===== src/rtl/vend_payment_ctrl.sv =====
// rtl/vend_payment_ctrl.sv - coin credit, dispense handshake and change/refund front end
// Optional macro DISP_TIMEOUT_EN: refund full credit if dispense is not acknowledged in DISP_TIMEOUT cycles.
module vend_payment_ctrl #(
  parameter int CREDIT_W     = 8,
  parameter int PRICE        = 75,
  parameter int MAX_CREDIT   = 200,
  parameter int DISP_TIMEOUT = 16
) (
  input  logic                clk,
  input  logic                rst,
  input  logic                coin_valid,
  input  logic [1:0]          coin_code,
  input  logic                cancel,
  input  logic                dispense,
  output logic                dispense_req,
  output logic                payment_ok,
  output logic                coin_reject,
  output logic [CREDIT_W-1:0] credit,
  output logic                change_valid,
  output logic [CREDIT_W-1:0] change_amount,
  output logic                busy
);

  typedef enum logic [1:0] {IDLE, COLLECT, REQUEST, CHANGE} state_t;

  localparam logic [CREDIT_W:0] PRICE_L = (CREDIT_W+1)'(PRICE);
  localparam logic [CREDIT_W:0] MAX_L   = (CREDIT_W+1)'(MAX_CREDIT);

  generate
    if (PRICE >= (1 << CREDIT_W) || MAX_CREDIT < PRICE || MAX_CREDIT >= (1 << CREDIT_W) ||
        DISP_TIMEOUT < 1) begin : g_bad_cfg
      $error("vend_payment_ctrl: inconsistent PRICE/MAX_CREDIT/CREDIT_W/DISP_TIMEOUT");
    end
  endgenerate

  state_t              state_q, state_d;
  logic [CREDIT_W-1:0] credit_q, credit_d;
  logic                dispense_req_q, dispense_req_d;
  logic                payment_ok_q, payment_ok_d;
  logic                coin_reject_q, coin_reject_d;
  logic                change_valid_q, change_valid_d;
  logic [CREDIT_W-1:0] change_amount_q, change_amount_d;
  logic                busy_q, busy_d;

`ifdef DISP_TIMEOUT_EN
  localparam int            TW       = $clog2(DISP_TIMEOUT + 1);
  localparam logic [TW-1:0] TMO_LAST = TW'(DISP_TIMEOUT - 1);
  logic [TW-1:0] tmo_cnt_q, tmo_cnt_d;
`endif

  logic [CREDIT_W:0]   coin_value;
  logic [CREDIT_W:0]   sum;
  logic                go_change;
  logic [CREDIT_W-1:0] payout;

  always_comb begin
    case (coin_code)
      2'b00:   coin_value = (CREDIT_W+1)'(5);
      2'b01:   coin_value = (CREDIT_W+1)'(10);
      2'b10:   coin_value = (CREDIT_W+1)'(25);
      default: coin_value = (CREDIT_W+1)'(100);
    endcase
  end

  always_comb begin
    state_d         = state_q;
    credit_d        = credit_q;
    dispense_req_d  = 1'b0;
    payment_ok_d    = 1'b0;
    coin_reject_d   = 1'b0;
    change_valid_d  = 1'b0;
    change_amount_d = change_amount_q;
    go_change       = 1'b0;
    payout          = '0;
    // One extra bit so a large coin on top of high credit cannot wrap.
    sum             = {1'b0, credit_q} + coin_value;
`ifdef DISP_TIMEOUT_EN
    tmo_cnt_d       = tmo_cnt_q;
`endif

    case (state_q)
      IDLE: begin
        if (coin_valid) begin
          credit_d = coin_value[CREDIT_W-1:0];
          state_d  = COLLECT;
        end
      end
      COLLECT: begin
        if (cancel) begin
          coin_reject_d = coin_valid;
          go_change     = 1'b1;
          payout        = credit_q;
        end else begin
          if (coin_valid) begin
            if (sum <= MAX_L) credit_d = sum[CREDIT_W-1:0];
            else              coin_reject_d = 1'b1;
          end
          if ({1'b0, credit_q} >= PRICE_L) begin
            state_d        = REQUEST;
            dispense_req_d = 1'b1;
            payment_ok_d   = 1'b1;
`ifdef DISP_TIMEOUT_EN
            tmo_cnt_d      = '0;
`endif
          end
        end
      end
      REQUEST: begin
        coin_reject_d = coin_valid;
        if (dispense) begin
          go_change = 1'b1;
          payout    = credit_q - PRICE_L[CREDIT_W-1:0];
        end
`ifdef DISP_TIMEOUT_EN
        else if (tmo_cnt_q == TMO_LAST) begin
          go_change = 1'b1;
          payout    = credit_q;
        end
`endif
        else begin
          dispense_req_d = 1'b1;
          payment_ok_d   = 1'b1;
`ifdef DISP_TIMEOUT_EN
          tmo_cnt_d      = tmo_cnt_q + 1'b1;
`endif
        end
      end
      CHANGE: begin
        coin_reject_d = coin_valid;
        credit_d      = '0;
        state_d       = IDLE;
      end
      default: state_d = IDLE;
    endcase

    // A zero payout still passes through CHANGE, just without a pulse.
    if (go_change) begin
      state_d         = CHANGE;
      change_valid_d  = (payout != '0);
      change_amount_d = payout;
    end

    busy_d = (state_d != IDLE);
  end

  always_ff @(posedge clk or posedge rst) begin
    if (rst) begin
      state_q         <= IDLE;
      credit_q        <= '0;
      dispense_req_q  <= 1'b0;
      payment_ok_q    <= 1'b0;
      coin_reject_q   <= 1'b0;
      change_valid_q  <= 1'b0;
      change_amount_q <= '0;
      busy_q          <= 1'b0;
`ifdef DISP_TIMEOUT_EN
      tmo_cnt_q       <= '0;
`endif
    end else begin
      state_q         <= state_d;
      credit_q        <= credit_d;
      dispense_req_q  <= dispense_req_d;
      payment_ok_q    <= payment_ok_d;
      coin_reject_q   <= coin_reject_d;
      change_valid_q  <= change_valid_d;
      change_amount_q <= change_amount_d;
      busy_q          <= busy_d;
`ifdef DISP_TIMEOUT_EN
      tmo_cnt_q       <= tmo_cnt_d;
`endif
    end
  end

  assign dispense_req  = dispense_req_q;
  assign payment_ok    = payment_ok_q;
  assign coin_reject   = coin_reject_q;
  assign credit        = credit_q;
  assign change_valid  = change_valid_q;
  assign change_amount = change_amount_q;
  assign busy          = busy_q;

endmodule

===== config.mk =====
export PLATFORM = sky130hd
export DESIGN_NAME = vend_payment_ctrl
export DESIGN_NICKNAME = d
export VERILOG_FILES = /design/src/rtl/vend_payment_ctrl.sv
export SDC_FILE = /design/constraint.sdc
export NUM_CORES = 1
export LEC_CHECK = 0
export ABC_AREA = 1
export CAP_MARGIN = 20
export CELL_PAD_IN_SITES_DETAIL_PLACEMENT = 1
export CELL_PAD_IN_SITES_GLOBAL_PLACEMENT = 2
export CORE_MARGIN = 4
export CORE_UTILIZATION = 31
export CTS_BUF_LIST = sky130_fd_sc_hd__clkbuf_8
export CTS_CLUSTER_DIAMETER = 100
export CTS_CLUSTER_SIZE = 24
export DETAILED_ROUTE_END_ITERATION = 8
export PLACE_DENSITY = 0.83
export SLEW_MARGIN = 20
export SYNTH_ARGS = -nofsm -noshare
export SYNTH_HDL_FRONTEND = slang
export SYNTH_SLANG_ARGS = --single-unit

===== constraint.sdc =====
create_clock -name clk -period 2.3 [get_ports clk]
set_input_delay 0.23 -clock clk [delete_from_list [all_inputs] [get_ports clk]]
set_output_delay 0.23 -clock clk [all_outputs]
set_load 0.02 [all_outputs]

==> run metrics <==
run status finished, final reports clean; Total Neg Setup Slack 0 ns; switching share of total power 0.4893; Critical Path RT about 2.5 ns; placed cell area ~2400 um2; pwr dens approximately 1300 nW/um2; Tmin final between 2 and 2.5 ns; routed len/inst approximately 14 um; vias between 1.5k and 2k; initial antenna violation count 0; Syn Area/Cell slightly below 7 um2; Netlist cell types 33; slowest CP cell fa_2; Mapped Cells 266; P_sw ~1.7 mW; Hold Slack a little under 0.3 ns; Diodes inserted 0; Setup Viol. Count Final 0; min-delay worst type input pin to async pin; H-tree Lvls 1; largest area contributor in the synthesized netlist dfrtp_1; die width about 85 um; 1st-iter DRT viols 45; core area roughly 5600 um2; count leader, synth nand2_1; Power, Total 3.373 mW; CTS tree done; Comb power frac 0.717; post-route cell area roughly 2500 um2; CP delay by family, top simple AND/OR/NAND/NOR gates; flop2flop setup slack 0.25 ns; leak pwr between 1 and 1.5 nW; final hold violation count 0; Die Y between 80 and 90 um; Overflow after GRT 0; vias in the first global route a little under 2k; Detailed Route WL between 5000 and 6000 um; Port Buf Inserts 27; Root Driver clkbuf_8; Post-synth EDFFs 0; Post-DP HPWL 4439 um; sequential share of the synthesized area 0.2997; Std-Cell Rows 27; ys flop type dfrtp_1; Peak VDD IR 0.0005476 V; Avg Vias per Cell about 4.8; worst path bufs/invs 3; Mapped Nets 290; DRT Pass-1 Iters 4; die area slightly above 7000 um2; Ys Warns 0; # DRC 0; GRT Total Usage 0.1627; CP max FO 8; Clock Latency Late Sink ~0.27 ns; Reg power frac 0.210; # nets final between 300 and 400; Max Fclk between 400 and 500 MHz; actual slew at the worst max-slew pin 0.5418 ns; most common library cells after synthesis 93 x nand2_1, 31 x inv_1, 24 x nand3_1; max_cap viols 0; Pint 1.723 mW; Seq cells post-synth 22; Final Skew between 0.004 and 0.005 ns; Yosys top cell area share 0.2997; CTS buffer count 3; Crit Path Class input pin to register; IO Pins 28; Placer Congestion roughly 0.86; final worst-path cycle share 0.9242; Fillers between 700 and 800; max incr delay on CP roughly 0.37 ns; Routed Antenna Nets 0; top cells by area, synth dfrtp_1 30%, nand2_1 19%, ha_1 11%; Cell Area, Synth ~1800 um2; largest net degree at the start of global routing 23; clock slew at reported path FFs roughly 0.080 ns; normalized max-slew margin 0.6376; Worst Setup End Kind register; Worst Setup Start Kind input pin; async set or reset register ratio after synthesis 1.000; Worst Path Arrival roughly 2.3 ns; layout cells sized above 1 0.2263; starting density of the core 0.3256; CTS max path bufs 2; Final Max Slew Viols 0; crit-path cells buf_2 > buf_6 > ha_1 > nor2_2 > nor2_2 > ha_2 > fa_2 > nand2_2 > nand2_2 > nand3_2 > nand2_2 > nand2_1 > nand2_1 > nand2_2 > inv_1 > nand3_2 > nand2_4 > nand2_8 > nand2_8 > nand2_1 > nand2_1; clock power share 0.074; TritonCTS Sinks 22; RSZ-0062 raised after global routing no; first-pass GRT wire length around 9700 um; area delta synth->final 38.21%
[layout by cell type (no fill, tap or decap), drive strengths merged]
master         Yosys  routed
a211oi             1       1
a21boi             2       2
a21o               1       1
a21oi              7       7
a31oi              1       1
buf                5      36
clkbuf             0       4
clkdlybuf4s50      0      25
clkinv             2       2
dfrtp             22      22
fa                 1       1
ha                16      16
inv               35      35
nand2            100     101
nand3             27      27
nand3b             1       1
nand4              2       2
nor2              18      18
o211a              1       1
o211ai             1       1
o21a               1       1
o21ai             13      13
o22ai              4       4
o31ai              1       1
o32ai              1       1
or2                1       1
xnor2              1       1
xor2               1       1
[cell type report]
type	instances	area, um2	share of cell area
clock buffers	3	41.29	0.01626
inverters	37	138.9	0.05471
multi-input cells	203	1191	0.4692
flip-flops and latches	22	550.5	0.2169
well taps	72	90.09	0.03549
repair buffers	62	526.8	0.2075
[path summary, 6_finish.rpt]
check,from,to,cells after the start
max,coin_code[1],credit[2],21
min,rst,busy,3
max reg2reg,credit[0],credit[2],16
min reg2reg,change_amount[7],change_amount[7],2
max in group asynchronous,rst,credit[5],3
min in group clk,change_amount[7],change_amount[7],2
[stage by stage]
step,cells,util,setup slack (ns)
after floorplan,266,-,0.1026
after global placement,392,0.4249,-0.5784
after detailed placement,392,0.4249,-0.6629
after CTS,398,0.4407,0.003304
after global routing,399,0.4500,0.004083
final,399,0.4500,0.1744
[state kept, by name, indices dropped and copies added (netlist names)]
| name | count |
|---|---|
| coin_reject | 1 |
| credit | 8 |
| state_q | 2 |
| busy | 1 |
| change_valid | 1 |
| change_amount | 8 |
| payment_ok | 1 |
[cell families after synthesis]
family | count (synthesis) | share of synthesized area
adder cells (fa/ha/maj) | 17 | 0.1199
AND/OR/NAND/NOR | 149 | 0.3563
flip-flops | 22 | 0.2997
buffers and inverters | 42 | 0.09741
AO/OA/AOI/OAI | 34 | 0.1172
XOR/XNOR | 2 | 0.009539
[power groups by stage]
stage | sequential (mW) | clock [mW] | combinational (mW)
after floorplan | 0.863 | 0 | 1.21
after detailed placement | 0.714 | 0 | 2.28
after global routing | 0.742 | 0.275 | 2.71
after global placement | 0.707 | 0 | 2.23
final | 0.708 | 0.248 | 2.42
after CTS | 0.706 | 0.257 | 2.34
[per-layer routing]
metal  track usage  vias up  routed length [um]
met5             0        -                   0
met4       0.03741        0                  67
met3       0.03107        6                 175
met2        0.2592       29                2577
met1        0.2270      900                2656
li1              -      974                   -
[what timing repair did]
action / CTS / global route
gates resized for setup: 16 / 12
hold buffers: 0 / 0
gates cloned: 1 / 0
endpoints found under the setup margin: 9 / 10
pin swaps: 9 / 5
setup buffers: 2 / 1
[worst reg2reg max path, stage by stage (launching register included)]
cell	delay (ns)
dfrtp_1	0.42
ha_2	0.20
fa_2	0.37
nand2_2	0.08
nand2_2	0.06
nand3_2	0.08
nand2_2	0.06
nand2_1	0.06
nand2_1	0.06
nand2_2	0.07
inv_1	0.05
nand3_2	0.07
nand2_4	0.08
nand2_8	0.09
nand2_8	0.07
nand2_1	0.09
nand2_1	0.05
No activity file was read; power rests on OpenSTA's default activity.
